File: config.mk
export PLATFORM = sky130hd
export DESIGN_NAME = spi_slave_flat
export DESIGN_NICKNAME = d
export VERILOG_FILES = /design/src/rtl/spi_pkg.sv /design/src/rtl/spi_if.sv /design/src/rtl/spi_sync.sv /design/src/rtl/spi_slave.sv /design/src/flat_wrapper.sv
export SDC_FILE = /design/constraint.sdc
export NUM_CORES = 1
export LEC_CHECK = 0
export CAP_MARGIN = 20
export CORE_MARGIN = 1
export CORE_UTILIZATION = 40
export CTS_BUF_LIST = sky130_fd_sc_hd__clkbuf_4 sky130_fd_sc_hd__clkbuf_8 sky130_fd_sc_hd__clkbuf_16
export DETAILED_ROUTE_END_ITERATION = 16
export HOLD_SLACK_MARGIN = 0.12
export PLACE_DENSITY = 0.63
export REMOVE_ABC_BUFFERS = 1
export SYNTH_ARGS = -nofsm -noshare
export SYNTH_HDL_FRONTEND = slang
export SYNTH_HIERARCHICAL = 1
export SYNTH_SLANG_ARGS = --single-unit
File: constraint.sdc
create_clock -name clk_cpu -period 1.65 [get_ports clk_cpu]
set_input_delay 0.33 -clock clk_cpu [delete_from_list [all_inputs] [get_ports clk_cpu]]
set_output_delay 0.33 -clock clk_cpu [all_outputs]
set_load 0.01 [all_outputs]
File: src/rtl/spi_pkg.sv
// Shared SPI definitions: FSM state encoding, SPI mode constants and edge helpers.
// Also used by the master side of the link.
package spi_pkg;

    typedef enum logic [1:0] {
        ST_IDLE  = 2'd0,
        ST_LOAD  = 2'd1,
        ST_SHIFT = 2'd2
    } spi_state_t;

    localparam logic SPI_CPOL = 1'b0;
    localparam logic SPI_CPHA = 1'b0;

    function automatic logic rise_edge(input logic cur, input logic prev);
        return cur & ~prev;
    endfunction

    function automatic logic fall_edge(input logic cur, input logic prev);
        return ~cur & prev;
    endfunction

endpackage

File: src/rtl/spi_if.sv
// SPI pins plus the parallel tx/rx handshake of the slave, bundled for port connection.
interface spi_if #(parameter int DATA_W = 8);
    logic              SCK;
    logic              SS_n;
    logic              MOSI;
    logic              MISO;
    logic              MISO_oe;
    logic [DATA_W-1:0] tx_data;
    logic              tx_valid;
    logic              tx_ready;
    logic [DATA_W-1:0] rx_data;
    logic              rx_valid;
    logic              rx_overrun;
    logic              tx_underrun;

    modport slave (
        input  SCK, SS_n, MOSI, tx_data, tx_valid,
        output MISO, MISO_oe, tx_ready, rx_data, rx_valid, rx_overrun, tx_underrun
    );

    modport master (
        output SCK, SS_n, MOSI, tx_data, tx_valid,
        input  MISO, MISO_oe, tx_ready, rx_data, rx_valid, rx_overrun, tx_underrun
    );
endinterface

File: src/rtl/spi_sync.sv
// Multi-flop synchronizer for one asynchronous input; resets to the line's idle level.
module spi_sync #(
    parameter int   STAGES  = 2,
    parameter logic RST_VAL = 1'b0
) (
    input  logic clk,
    input  logic rst_n,
    input  logic d,
    output logic q
);
    logic [STAGES-1:0] sync_r;

    // Shift chain, stage 0 takes the raw pin.
    always_ff @(posedge clk or negedge rst_n) begin
        if (!rst_n) begin
            sync_r <= {STAGES{RST_VAL}};
        end else begin
            sync_r <= {sync_r[STAGES-2:0], d};
        end
    end

    assign q = sync_r[STAGES-1];
endmodule

File: src/rtl/spi_slave.sv
// SPI mode-0 slave, MSB first, oversampled by clk_cpu. Frames are exchanged with
// the system through a tx_valid/tx_ready feed and an rx_valid strobe.
module spi_slave
    import spi_pkg::*;
#(
    parameter int DATA_W      = 8,
    parameter int SYNC_STAGES = 2
) (
    input  logic   clk_cpu,
    input  logic   rst_n,
    spi_if.slave   bus
);
    localparam int              CNT_W    = (DATA_W > 1) ? $clog2(DATA_W) : 1;
    localparam logic [CNT_W-1:0] CNT_LAST = CNT_W'(DATA_W - 1);

    logic sck_s, ss_s, mosi_s;
    logic sck_d_r, ss_d_r;
    logic sck_rise_s, sck_fall_s, ss_fall_s, ss_rise_s;
    logic [DATA_W-1:0] load_word_s;

    spi_state_t        state_r;
    logic [DATA_W-1:0] tx_shift_r;
    logic [DATA_W-1:0] rx_shift_r;
    logic [CNT_W-1:0]  bit_cnt_r;
    logic              done_r;
    logic              skip_fall_r;
    logic [DATA_W-1:0] rx_data_r;
    logic              rx_valid_r;
    logic              tx_ready_r;
    logic              oe_r;
    logic              underrun_r;

    spi_sync #(.STAGES(SYNC_STAGES), .RST_VAL(1'b0)) u_sync_sck (
        .clk(clk_cpu), .rst_n(rst_n), .d(bus.SCK),  .q(sck_s)
    );
    spi_sync #(.STAGES(SYNC_STAGES), .RST_VAL(1'b1)) u_sync_ss (
        .clk(clk_cpu), .rst_n(rst_n), .d(bus.SS_n), .q(ss_s)
    );
    spi_sync #(.STAGES(SYNC_STAGES), .RST_VAL(1'b0)) u_sync_mosi (
        .clk(clk_cpu), .rst_n(rst_n), .d(bus.MOSI), .q(mosi_s)
    );

    assign sck_rise_s  = rise_edge(sck_s, sck_d_r);
    assign sck_fall_s  = fall_edge(sck_s, sck_d_r);
    assign ss_fall_s   = fall_edge(ss_s, ss_d_r);
    assign ss_rise_s   = rise_edge(ss_s, ss_d_r);
    assign load_word_s = bus.tx_valid ? bus.tx_data : '0;

    // Frame FSM with shifters, handshake strobes and sticky status.
    always_ff @(posedge clk_cpu or negedge rst_n) begin
        if (!rst_n) begin
            sck_d_r     <= 1'b0;
            ss_d_r      <= 1'b1;
            state_r     <= ST_IDLE;
            tx_shift_r  <= '0;
            rx_shift_r  <= '0;
            bit_cnt_r   <= '0;
            done_r      <= 1'b0;
            skip_fall_r <= 1'b0;
            rx_data_r   <= '0;
            rx_valid_r  <= 1'b0;
            tx_ready_r  <= 1'b0;
            oe_r        <= 1'b0;
            underrun_r  <= 1'b0;
        end else begin
            sck_d_r    <= sck_s;
            ss_d_r     <= ss_s;
            rx_valid_r <= 1'b0;
            tx_ready_r <= 1'b0;
            case (state_r)
                ST_IDLE: begin
                    tx_shift_r  <= '0;
                    rx_shift_r  <= '0;
                    bit_cnt_r   <= '0;
                    done_r      <= 1'b0;
                    skip_fall_r <= 1'b0;
                    if (ss_fall_s) begin
                        state_r <= ST_LOAD;
                        oe_r    <= 1'b1;
                    end else begin
                        oe_r    <= 1'b0;
                    end
                end
                ST_LOAD: begin
                    state_r    <= ST_SHIFT;
                    tx_shift_r <= load_word_s;
                    tx_ready_r <= bus.tx_valid;
                    underrun_r <= underrun_r | ~bus.tx_valid;
                end
                ST_SHIFT: begin
                    if (ss_rise_s) begin
                        state_r     <= ST_IDLE;
                        oe_r        <= 1'b0;
                        bit_cnt_r   <= '0;
                        done_r      <= 1'b0;
                        skip_fall_r <= 1'b0;
                    end else begin
                        if (sck_rise_s) begin
                            rx_shift_r <= {rx_shift_r[DATA_W-2:0], mosi_s};
                            bit_cnt_r  <= (bit_cnt_r == CNT_LAST) ? '0 : bit_cnt_r + CNT_W'(1);
                            done_r     <= (bit_cnt_r == CNT_LAST);
                        end else begin
                            done_r     <= 1'b0;
                        end
                        // The reload already presents the next MSB, so the
                        // following SCK fall must not shift it away.
                        if (done_r) begin
                            rx_data_r   <= rx_shift_r;
                            rx_valid_r  <= 1'b1;
                            tx_shift_r  <= load_word_s;
                            tx_ready_r  <= bus.tx_valid;
                            underrun_r  <= underrun_r | ~bus.tx_valid;
                            skip_fall_r <= 1'b1;
                        end else if (sck_fall_s) begin
                            if (skip_fall_r) begin
                                skip_fall_r <= 1'b0;
                            end else begin
                                tx_shift_r  <= {tx_shift_r[DATA_W-2:0], 1'b0};
                            end
                        end
                    end
                end
                default: begin
                    state_r <= ST_IDLE;
                    oe_r    <= 1'b0;
                end
            endcase
        end
    end

    assign bus.MISO        = tx_shift_r[DATA_W-1];
    assign bus.MISO_oe     = oe_r;
    assign bus.tx_ready    = tx_ready_r;
    assign bus.rx_data     = rx_data_r;
    assign bus.rx_valid    = rx_valid_r;
    assign bus.rx_overrun  = 1'b0;
    assign bus.tx_underrun = underrun_r;
endmodule

File: src/flat_wrapper.sv
// flat-port wrapper written by rule: the top's interface ports become plain ports
module spi_slave_flat import spi_pkg::*;
#(
    parameter int DATA_W      = 8,
    parameter int SYNC_STAGES = 2
)
  (clk_cpu, rst_n, bus_SCK, bus_SS_n, bus_MOSI, bus_tx_data, bus_tx_valid, bus_MISO, bus_MISO_oe, bus_tx_ready, bus_rx_data, bus_rx_valid, bus_rx_overrun, bus_tx_underrun);
  spi_if #(.DATA_W(DATA_W)) bus_i ();
  input  logic clk_cpu;
  input  logic rst_n;
  input wire logic [$bits(bus_i.SCK)-1:0] bus_SCK;
  input wire logic [$bits(bus_i.SS_n)-1:0] bus_SS_n;
  input wire logic [$bits(bus_i.MOSI)-1:0] bus_MOSI;
  input wire logic [$bits(bus_i.tx_data)-1:0] bus_tx_data;
  input wire logic [$bits(bus_i.tx_valid)-1:0] bus_tx_valid;
  output wire logic [$bits(bus_i.MISO)-1:0] bus_MISO;
  output wire logic [$bits(bus_i.MISO_oe)-1:0] bus_MISO_oe;
  output wire logic [$bits(bus_i.tx_ready)-1:0] bus_tx_ready;
  output wire logic [$bits(bus_i.rx_data)-1:0] bus_rx_data;
  output wire logic [$bits(bus_i.rx_valid)-1:0] bus_rx_valid;
  output wire logic [$bits(bus_i.rx_overrun)-1:0] bus_rx_overrun;
  output wire logic [$bits(bus_i.tx_underrun)-1:0] bus_tx_underrun;
  assign bus_i.SCK = bus_SCK;
  assign bus_i.SS_n = bus_SS_n;
  assign bus_i.MOSI = bus_MOSI;
  assign bus_i.tx_data = bus_tx_data;
  assign bus_i.tx_valid = bus_tx_valid;
  assign bus_MISO = bus_i.MISO;
  assign bus_MISO_oe = bus_i.MISO_oe;
  assign bus_tx_ready = bus_i.tx_ready;
  assign bus_rx_data = bus_i.rx_data;
  assign bus_rx_valid = bus_i.rx_valid;
  assign bus_rx_overrun = bus_i.rx_overrun;
  assign bus_tx_underrun = bus_i.tx_underrun;
  spi_slave #(.DATA_W(DATA_W), .SYNC_STAGES(SYNC_STAGES)) u_core (.clk_cpu(clk_cpu), .rst_n(rst_n), .bus(bus_i));
endmodule
# After elaboration in Yosys (flattened, before gate mapping)
# Cells that the tools add are included.
word_totals:
  reg_bits: 43
  inputBits: 14
  word_cells: 88
op_classes:
  add_sub_neg: 1
  eq_ne: 12
  n_mux: 35
  bitwise_logic: 12
  reduce_logical: 12
ops:
  columns: ["op", "n"]
  rows:
  - ["$mux W8", 7]
  - ["$pmux W8 S3", 1]
  - ["$pmux W8 S2", 1]
  - ["$mux W1", 14]
  - ["$mux W3", 3]
  - ["$reduce_and A3 Y1", 3]
  - ["$ne A2 B1 Y1 const B", 4]
  - ["$pmux W1 S2", 4]
  - ["$reduce_and A2 Y1", 4]
  - ["$not A1 Y1", 7]
  - ["$ne A3 B1 Y1 const B", 2]
  - ["$pmux W2 S3", 1]
  - ["$pmux W3 S2", 1]
  - ["$and A1 B1 Y1", 4]
  - ["$mux W2", 2]
  - ["$ne A4 B1 Y1 const B", 1]
  - ["$reduce_and A4 Y1", 1]
  - ["$reduce_bool A2 Y1", 2]
  - ["$add A3 B1 Y3 const B", 1]
  - ["$eq A3 B3 Y1 const B", 1]
  - ["$ne A3 B2 Y1 const B", 1]
  - ["$pmux W1 S3", 1]
  - ["$reduce_bool A3 Y1", 1]
  - ["$eq A2 B1 Y1 const B", 1]
  - ["4 further kinds", 4]

# Logic depth before layout (Yosys ltp)
# Gate-level depths: netlist of run 1.
logic_depth:
  ltp_word: 6
  mapped_depth: 7
  depth_no_buf: 5

# Hierarchy
# The synthesis of run 1 kept the hierarchy.
modules_own_cells:
  columns: ["mod", "instances", "cells_per_inst", "area_each_um2", "seq_area_each_um2"]
  rows:
  - ["spi_slave", 1, 147, 1871.8, 927.1]
  - ["spi_sync at u_core.u_sync_mosi ...", 2, 2, 50.0, 50.0]
  - ["spi_sync at u_core.u_sync_ss", 1, 2, 52.6, 52.6]

# Worst setup path before layout of run 1
# OpenSTA, ideal clock, no wires.
synth_timing:
  kind: "reg-to-reg"
  startpoint: "register u_core.state_r[0]"
  endpoint: "register u_core.tx_shift_r[0]"
  setup_ns: 0.125
  arrival_time_ns: 1.604
  path_slack_ns: -0.078
  stages_incl_launch_ff: 6
  n_path_buf: 0
  cell_sequence: "dfrtp_1 inv_1 ha_1 or2_4 o221ai_4 mux2_2"
synth_between:
  elab_chain_len: 3
synth_rtl:
  columns: ["item", "line_no", "source"]
  rows:
  - ["start, declared", "spi_slave.sv:21", "spi_state_t state_r;"]
  - ["start signal, assigned", "spi_slave.sv:54", "state_r <= ST_IDLE;"]
  - ["start signal, assigned", "spi_slave.sv:78", "state_r <= ST_LOAD;"]
  - ["start signal, assigned", "spi_slave.sv:85", "state_r <= ST_SHIFT;"]
  - ["$eq A2 B2 Y1 (tied with other cells)", "spi_slave.sv:70", "case (state_r)"]
  - ["$ne A3 B1 Y1 (no line) (tied with other cells)", null, null]
  - ["$reduce_and A4 Y1 (no line)", null, null]
  - ["end signal, assigned", "spi_slave.sv:86", "tx_shift_r <= load_word_s;"]
  - ["end signal, assigned", "spi_slave.sv:110", "tx_shift_r <= load_word_s;"]
  - ["end signal, assigned", "spi_slave.sv:118", "tx_shift_r <= {tx_shift_r[DATA_W-2:0], 1'b0};"]
  - ["end, declared", "spi_slave.sv:22", "logic [DATA_W-1:0] tx_shift_r;"]
# Parallel ways exist; a longest one is shown, timed or not.
# A chain may end at the register's enable or synchronous reset.

# Final worst setup path of run 1
# Same ends and word-level chain as after synthesis.

==> flow_summary.ini, run 1 <==
[yosys]
postSynthCellCount = 153
synth_most_common_cell = dfrtp_1
ys.flop_type = dfrtp_1
ys_top_cells_by_count = dfrtp_1 (40), mux2_2 (12), nand4_1 (9)
ys_ff_latch = 43
yosysSeqAreaShare_pct = 53.3
synth_top_area_share_pct = 49.4
yosys-top-cells-area = dfrtp_1 (49%), mux2_2 (6.7%), mux2_4 (5.2%)
syn_area_per_cell_um2 = 13.2
synth_edf_count = 0
ys_warn_count = 6
yosysUniqueCellTypes = 41
synthesis.area_um2 = 2020
async_reset_ff_share_pct = 100
yosysTopAreaCell = dfrtp_1

[global_routing]
antenna_found_initial = 0
grt_pass1_wl_mm = 6.77
grt_overflow = 0
grt.total_usage_pct = 17.0
grt_max_degree = 44
grt_pass1_vias = 1382

[route]
met1_length_mm = 1.86
drtIter0Drc = 100
wirelength_mm = 4.27
vias_per_cell = 5.29
drc_errors = 0
wl_per_cell_um = 15.6
top_layer_used = met4
wl_met2_mm = 2.21
postRouteAntennaNets = 0
vias = 1444
drt-pass1-iter-count = 4
dr_wl_met3_um = 148

[cells_and_area]
diodes = 0
synthToLayoutAreaGrowth_pct = 38.2
postLayoutCoreUtil_pct = 58.5
drive_above_1_share_pct = 40.8
final_net_count = 226

[sta]
final_hold_viol_count = 0
finClkSkew_ps = 11.3
finalWorstSetupSlack_ps = -110
period_minus_slack_ps = 1760
fin_hold_ws_ps = 355
fmax_mhz = 568
rsz0062_at_grt = yes
setup_viol = 8
fin_crit_sh_pct = 107
setup_tns_ps = -765
slew_viol_final = 0

[floorplan]
rows = 25
placeableCoreArea_um2 = 4790
dieHeight_um = 73.1
start_util_pct = 42.3
die-area_um2 = 5350
ios = 28
dieWidth_um = 73.1

[worst_setup_path]
cp_data_required_time_ps = 1840
cp-endpoint = u_core/tx_shift_r[0]$_DFFE_PN0P_
r2r-start = u_core/state_r[0]$_DFFE_PN0P_
r2r_slack_ps = -110
reg2reg_to = u_core/tx_shift_r[0]$_DFFE_PN0P_
endpoint_kind = flip-flop
cp-startpoint = u_core/state_r[0]$_DFFE_PN0P_
worst-path-buf-inv = 2
start_kind = flip-flop
critPathSlowestCell = dfrtp_1
path_depth = 6
reg2regPathDepth = 6
cp_max_fo = 6
crit_type = reg2reg
max_stage_delay_ps = 410
crit_family = flip-flops
cp_cell_sequence = inv_2 -> ha_4 -> or2_4 -> o221ai_4 -> buf_12 -> mux2_4
cp.arrival_ps = 1950

[run]
maxCapViolCount = 0

[status]
violations = negative setup slack
status = finished with violations

[placed_design]
gp_congestion = 0.719
io_buffers = 26
hpwl_mm = 2.63
post-place-ws_ps = -146

[clock_tree]
cts_tree = done
cts_buffers = 5
cts_root_buf = clkbuf_8
clk_pin_slew_ps = 90
htreeDepth = 2
clock-sinks = 43
clk-insertion-delay-late_ps = 300
clk_path_buf_depth = 2

[power]
leakage_nw = 1.29
peakVddDrop_mv = 0.916
pwr_density_cell_nw_per_um2 = 1300

[hold_path]
hold_class = reg2reg
[stage by stage]
step	instances	power (mW)	cell area, um2
2_1_floorplan	144	1.93	1970
3_3_place_gp	253	2.34	2440
3_5_place_dp	253	2.39	2440
4_1_cts	267	3.36	2650
5_1_grt	273	3.82	2800
6_report	273	3.64	2800
[worst register-to-register path, cell delays in order (launching register included)]
cell	delay (ps)
dfrtp_1	410
inv_2	90
ha_4	170
or2_4	260
o221ai_4	250
buf_12	170
mux2_4	300
[timing repair]
action / CTS / global route
buffers inserted: 5 / 4
pin swaps: 1 / 5
gates cloned: 0 / 2
setup endpoints to repair: 19 / 32
hold buffers: 1 / 0
gates resized for setup: 14 / 21
hold endpoints to repair: 40 / 0
[final cells by class]
class / instances / area [um2]
fill: 390 / 1990
sequential: 43 / 1080
multi-input combinational: 97 / 1000
timing repair buffer: 53 / 522
tap: 67 / 83.8
clock buffer: 5 / 68.8
clock inverter: 3 / 23.8
inverter: 5 / 18.8
[per-layer routing]
metal | vias to the layer above | GRT usage (%)
met2 | 34 | 28.5
met3 | 4 | 4.14
met5 | - | 0
met4 | 0 | 6.54
met1 | 741 | 21.0
li1 | 665 | -
[how the worst min path moves through the flow]
stage,startpoint,endpoint,depth (start not counted)
3_3_place_gp,rst_n,u_core/state_r[1]$_DFFE_PN0P_,2
3_5_place_dp,rst_n,u_core/bus.MISO_oe$_DFFE_PN0P_,2
2_1_floorplan,rst_n,u_core/bit_cnt_r[0]$_DFFE_PN0P_,0
5_1_grt,u_core/u_sync_sck/sync_r[0]$_DFF_PN0_,u_core/u_sync_sck/sync_r[1]$_DFF_PN0_,0
6_report,u_core/u_sync_sck/sync_r[0]$_DFF_PN0_,u_core/u_sync_sck/sync_r[1]$_DFF_PN0_,0
4_1_cts,u_core/u_sync_sck/sync_r[0]$_DFF_PN0_,u_core/u_sync_sck/sync_r[1]$_DFF_PN0_,0
[placed cells by master, fill, tap and decap left out, types with 4 or more instances in the layout]
master | Yosys | layout
clkdlybuf4s50_1 | 0 | 25
dfrtp_1 | 40 | 40
buf_4 | 2 | 20
mux2_4 | 7 | 16
nand4_1 | 9 | 9
a21bo_2 | 8 | 8
nor2_1 | 4 | 4
a32o_1 | 7 | 7
clkbuf_8 | 0 | 5
[state kept, by name (all words and copies together) (netlist names)]
name and count:
u_core/sck_d_r 1, u_core/u_sync_sck/sync_r 2, u_core/bus.rx_valid 1, u_core/done_r 1, u_core/rx_shift_r 8, u_core/bus.rx_data 8, u_core/bit_cnt_r 3, u_core/u_sync_mosi/sync_r 2
u_core/tx_shift_r 8, u_core/bus.tx_ready 1, u_core/bus.tx_underrun 1, u_core/state_r 2, u_core/ss_d_r 1, u_core/u_sync_ss/sync_r 2, u_core/skip_fall_r 1, u_core/bus.MISO_oe 1
[cells by family after synthesis]
family / share of synthesized area, %
flip-flops: 53.3
buffers and inverters: 3.65
other: 0.185
adder cells (fa/ha/maj): 4.33
multiplexers: 12.9
AO/OA/AOI/OAI: 14.6
AND/OR/NAND/NOR: 11.0
[where the power goes]
group,internal (mW),switching [mW]
clock network,0.303,0.402
logic,0.937,0.772
registers,1.15,0.0722
total,2.39,1.25
No activity file was read; power rests on OpenSTA's default activity.
==> run 2, diff against run 1 <==
--- a/config.mk
+++ b/config.mk
@@ -6,7 +6,7 @@
 export NUM_CORES = 1
 export LEC_CHECK = 0
 export CAP_MARGIN = 20
-export CORE_MARGIN = 1
+export CORE_MARGIN = 1.5
 export CORE_UTILIZATION = 40
 export CTS_BUF_LIST = sky130_fd_sc_hd__clkbuf_4 sky130_fd_sc_hd__clkbuf_8 sky130_fd_sc_hd__clkbuf_16
 export DETAILED_ROUTE_END_ITERATION = 16
==> run 2 against run 1 <==
Setup slack gained 60 ps. Highest routed layer unchanged. Worst hold slack gained 5.0 ps. Count of clock-buffer cells in the layout is the same. The run still ends with negative setup slack left.
==> flow_summary.ini, run 2 (same netlist as run 1, synthesis figures left out) <==
[status]
status = finished with violations
violations = negative setup slack

[floorplan]
dieHeight_um = 74.1
ios = 28
start_util_pct = 42.3
placeableCoreArea_um2 = 4790
rows = 25
die-area_um2 = 5500
dieWidth_um = 74.1

[worst_setup_path]
r2r-start = u_core/state_r[1]$_DFFE_PN0P_
endpoint_kind = flip-flop
reg2reg_to = u_core/tx_shift_r[6]$_DFFE_PN0P_
cp.arrival_ps = 1880
cp_max_fo = 8
max_stage_delay_ps = 380
cp_data_required_time_ps = 1830
crit_type = reg2reg
start_kind = flip-flop
cp_cell_sequence = inv_2 -> ha_2 -> or2_4 -> o221ai_4 -> buf_12 -> mux2_2
reg2regPathDepth = 6
critPathSlowestCell = dfrtp_1
r2r_slack_ps = -50

[hold_path]
hold_end = u_core/u_sync_ss/sync_r[1]$_DFF_PN1_
min_path_cells = 0
min-delay-start = u_core/u_sync_ss/sync_r[0]$_DFF_PN1_
hold_class = reg2reg

[clock_tree]
clk-insertion-delay-late_ps = 290
clk_pin_slew_ps = 80
cts_tree = done
clock-sinks = 43
htreeDepth = 2
cts_buffers = 5
clk_path_buf_depth = 2
cts_root_buf = clkbuf_8

[power]
total_power_mw = 3.45
peakVddDrop_mv = 0.765
leakage_nw = 1.25
pwr_density_cell_nw_per_um2 = 1290

[sta]
finalWorstSetupSlack_ps = -50.6
slew_viol_final = 0
finClkSkew_ps = 5.07
fin_crit_sh_pct = 103
fmax_mhz = 588
final_hold_viol_count = 0
setup_viol = 8
rsz0062_at_grt = yes
period_minus_slack_ps = 1700

[route]
postRouteAntennaNets = 0
vias = 1366
drc_errors = 0
drt-pass1-iter-count = 4
vias_per_cell = 5.14
drtIter0Drc = 57
wl_per_cell_um = 14.8
wirelength_mm = 3.93

[global_routing]
grt.total_usage_pct = 16.3
grt_max_degree = 44
grt_pass1_wl_mm = 6.76
antenna_found_initial = 0
grt_pass1_vias = 1389
grt_overflow = 0

[placed_design]
post-place-ws_ps = -137
gp_congestion = 0.756
io_buffers = 26
hpwl_mm = 2.65

[cells_and_area]
fillers = 375
diodes = 0
synthToLayoutAreaGrowth_pct = 32.0
layout_commonest_cell = dfrtp_1
final_net_count = 219
drive_above_1_share_pct = 36.2
most-common-layout-cells = dfrtp_1 (40), clkdlybuf4s50_1 (25), buf_4 (16), mux2_4 (10)

[run]
maxCapViolCount = 0
-- run 2: changes by cell type in the layout (fill, tap and decap cells not counted), moves of 2 or more --
| cell | previous run | this run |
|---|---|---|
| a21oi_1 | 0 | 2 |
| a21oi_2 | 2 | 0 |
| and3_4 | 3 | 1 |
| buf_4 | 20 | 16 |
| buf_8 | 2 | 0 |
| clkinvlp_4 | 2 | 0 |
| mux2_2 | 3 | 9 |
| mux2_4 | 16 | 10 |
-- run 2: per-layer routing --
metal  vias up  routed length (um)  GRT usage (%)
met5         -                   0              0
met4         0                  39           5.56
met3         4                 153           4.34
met2        38                1980           27.2
met1       679                1760           20.5
li1        645                   -              -
-- run 2: worst max path at each step --
stage / to / slack (ps) / startpoint / cells past startpoint
global route: u_core/tx_shift_r[1]$_DFFE_PN0P_ / -100 / u_core/state_r[1]$_DFFE_PN0P_ / 6
CTS: u_core/tx_shift_r[4]$_DFFE_PN0P_ / -10 / u_core/state_r[1]$_DFFE_PN0P_ / 6
floorplan: u_core/tx_shift_r[0]$_DFFE_PN0P_ / -270 / u_core/state_r[0]$_DFFE_PN0P_ / 5
finish: u_core/tx_shift_r[6]$_DFFE_PN0P_ / -50 / u_core/state_r[1]$_DFFE_PN0P_ / 6
global placement: u_core/tx_shift_r[1]$_DFFE_PN0P_ / -50 / u_core/state_r[0]$_DFFE_PN0P_ / 5
detailed placement: u_core/tx_shift_r[5]$_DFFE_PN0P_ / -140 / u_core/state_r[0]$_DFFE_PN0P_ / 5
-- run 2: through the flow --
stage	setup TNS [ps]	instances	hold slack, ps	area (um2)	utilization, %
6_report	-312	266	360	2670	55.8
5_1_grt	-720	266	371	2670	55.8
4_1_cts	-61.1	265	362	2630	55.0
3_5_place_dp	-1940	253	324	2440	51.0
3_3_place_gp	-685	253	322	2440	51.0
2_1_floorplan	-2630	144	34.4	1970	-
-- run 2: cell type report --
cell class                      instances  area [um2]  share of cell area, %
Sequential cell                        43        1080                   40.4
Multi-Input combinational cell         96         930                   34.8
Timing Repair Buffer                   47         448                   16.8
Tap cell                               67        83.8                   3.14
Clock buffer                            5        68.8                   2.57
Clock inverter                          3        43.8                   1.64
Inverter                                5        18.8                  0.702
-- run 2: power by group --
group          leakage (nW)  total [mW]  internal [mW]  switching (mW)
Clock                0.0581       0.812          0.451           0.361
Combinational         0.618        1.42          0.754           0.665
Sequential            0.570        1.22           1.15          0.0682
Total                  1.25        3.45           2.35            1.09
-- run 2: worst max-delay path: cells and delay by family (launching register included) --
kind	cells	cell delay, ps
AO/OA/AOI/OAI	1	190
adder cells (fa/ha/maj)	1	190
buffers and inverters	2	240
flip-flops	1	380
AND/OR/NAND/NOR	1	260
multiplexers	1	320
-- run 2: repair_timing --
item,in CTS,in global routing
gates resized for setup,9,11
setup buffers,3,1
hold buffers,1,0
pin swaps,1,0
setup endpoints to repair,19,14
endpoints found under the hold margin,40,0
==> run 3, diff against run 2 <==
--- a/config.mk
+++ b/config.mk
@@ -11,7 +11,7 @@
 export CTS_BUF_LIST = sky130_fd_sc_hd__clkbuf_4 sky130_fd_sc_hd__clkbuf_8 sky130_fd_sc_hd__clkbuf_16
 export DETAILED_ROUTE_END_ITERATION = 16
 export HOLD_SLACK_MARGIN = 0.12
-export PLACE_DENSITY = 0.63
+export PLACE_DENSITY = 0.6
 export REMOVE_ABC_BUFFERS = 1
 export SYNTH_ARGS = -nofsm -noshare
 export SYNTH_HDL_FRONTEND = slang
==> constraint.sdc (replaced) <==
create_clock -name clk_cpu -period 2.1 [get_ports clk_cpu]
set_input_delay 0.42 -clock clk_cpu [delete_from_list [all_inputs] [get_ports clk_cpu]]
set_output_delay 0.42 -clock clk_cpu [all_outputs]
set_load 0.01 [all_outputs]
==> run 3 against run 2 <==
The run now ends clean. Critical path type unchanged. Total power decreased by 28%. Die area unchanged. Critical path depth decreased by 1. Largest cell class unchanged.
==> flow_summary.ini, run 3 (same netlist as run 1, synthesis figures left out) <==
[status]
status = finished, final reports clean

[sta]
period_minus_slack_ps = 1900
rsz0062_at_grt = no
slew_viol_final = 0
fin_crit_sh_pct = 90.6
fmax_mhz = 526
finClkSkew_ps = 5.35
finalWorstSetupSlack_ps = 197
final_hold_viol_count = 0
setup_viol = 0
setup_tns_ps = 0

[placed_design]
dpl-instance-area_um2 = 2350
gp_congestion = 0.782
io_buffers = 26
hpwl_mm = 2.65
post-place-ws_ps = 193

[power]
seqPwrFrac_pct = 38.5
swShare_pct = 30.2
pwr_density_cell_nw_per_um2 = 1000
p_sw_mw = 0.754
leakage_nw = 1.17
p_int_mw = 1.74
peakVddDrop_mv = 0.653
combPwrFrac_pct = 30.8
clkPwrFrac_pct = 30.6

[cells_and_area]
diodes = 0
fin_area_um2 = 2490
most-common-layout-cells = dfrtp_1 (40), clkdlybuf4s50_1 (25), mux2_2 (12), nand4_1 (9), a21bo_2 (8)
layout_commonest_cell = dfrtp_1
synthToLayoutAreaGrowth_pct = 23.1
drive_above_1_share_pct = 26.6
final_net_count = 204

[hold_path]
hold_class = reg2reg

[route]
drc_errors = 0
wirelength_mm = 3.66
wl_per_cell_um = 14.6
postRouteAntennaNets = 0
drtIter0Drc = 62
drt-pass1-iter-count = 4
vias = 1303
vias_per_cell = 5.19

[worst_setup_path]
endpoint_kind = flip-flop
start_kind = flip-flop
cp_max_fo = 8
cp_data_required_time_ps = 2280
crit_type = reg2reg
cp.arrival_ps = 2090

[clock_tree]
clock-sinks = 43
post_cts_buffers = 0
clk-insertion-delay-late_ps = 300
htreeDepth = 2
cts_tree = done
clk_pin_slew_ps = 80
cts_buffers = 5
cts_root_buf = clkbuf_8
cts.hold.buffers_added = 1
cts_resized = 0
clk_path_buf_depth = 2

[floorplan]
die-area_um2 = 5500
start_util_pct = 42.3
ios = 28
dieHeight_um = 74.1
rows = 25
placeableCoreArea_um2 = 4790
dieWidth_um = 74.1

[global_routing]
grt.busiest_layer = met2
met3_usage_pct = 3.93
grt_pass1_wl_mm = 6.56
grt_max_degree = 17
grt_pass1_vias = 1309
use_met1_pct = 20.7
globalRouteMet2Util_pct = 25.2
antenna_found_initial = 0
grt.total_usage_pct = 15.9
grt_overflow = 0

[run]
maxCapViolCount = 0
[run 3: layout make-up]
type	count	area, um2
fill	410	2290
timing repair buffer	32	303
clock inverter	2	60.1
clock buffer	6	76.3
sequential	43	1080
inverter	5	18.8
multi-input combinational	96	871
tap	67	83.8
[run 3: path summary, 6_finish.rpt]
kind / from / to / slack, ps / cells past startpoint
min reg2reg: u_core/u_sync_ss/sync_r[0]$_DFF_PN1_ / u_core/u_sync_ss/sync_r[1]$_DFF_PN1_ / 360 / 0
min: u_core/u_sync_ss/sync_r[0]$_DFF_PN1_ / u_core/u_sync_ss/sync_r[1]$_DFF_PN1_ / 360 / 0
max in group asynchronous: rst_n / u_core/u_sync_mosi/sync_r[1]$_DFF_PN0_ / 1020 / 3
min in group asynchronous: rst_n / u_core/done_r$_DFFE_PN0P_ / 560 / 2
max: u_core/state_r[0]$_DFFE_PN0P_ / u_core/tx_shift_r[2]$_DFFE_PN0P_ / 200 / 5
max reg2reg: u_core/state_r[0]$_DFFE_PN0P_ / u_core/tx_shift_r[2]$_DFFE_PN0P_ / 200 / 5
[run 3: stage by stage]
step / total power [mW] / std cells / util, % / hold slack [ps]
6_report: 2.50 / 251 / 52.1 / 359
5_1_grt: 2.65 / 251 / 52.1 / 367
4_1_cts: 2.52 / 251 / 52.1 / 361
3_5_place_dp: 1.75 / 242 / 49.0 / 349
3_3_place_gp: 1.73 / 242 / 49.0 / 335
2_1_floorplan: 1.51 / 144 / - / 124
[run 3: worst max-delay path, cell delays in order (launching register included)]
cell and delay [ps]:
dfrtp_1 420, inv_1 100, ha_1 290, or2_4 280, o221ai_4 320, mux2_2 390
[run 3: power by group through the flow]
stage | Sequential [mW] | Clock, mW | Combinational, mW
after global routing | 0.975 | 0.821 | 0.859
after floorplan | 0.971 | 0 | 0.544
after global placement | 0.972 | 0 | 0.758
after CTS | 0.963 | 0.789 | 0.771
final | 0.962 | 0.765 | 0.769
after detailed placement | 0.978 | 0 | 0.771
[run 3: per-layer routing]
metal	wire length, um	share of wire (%)
met1	1680	46
met2	1770	48
met3	138	3.8
met4	67	1.8
met5	0	0
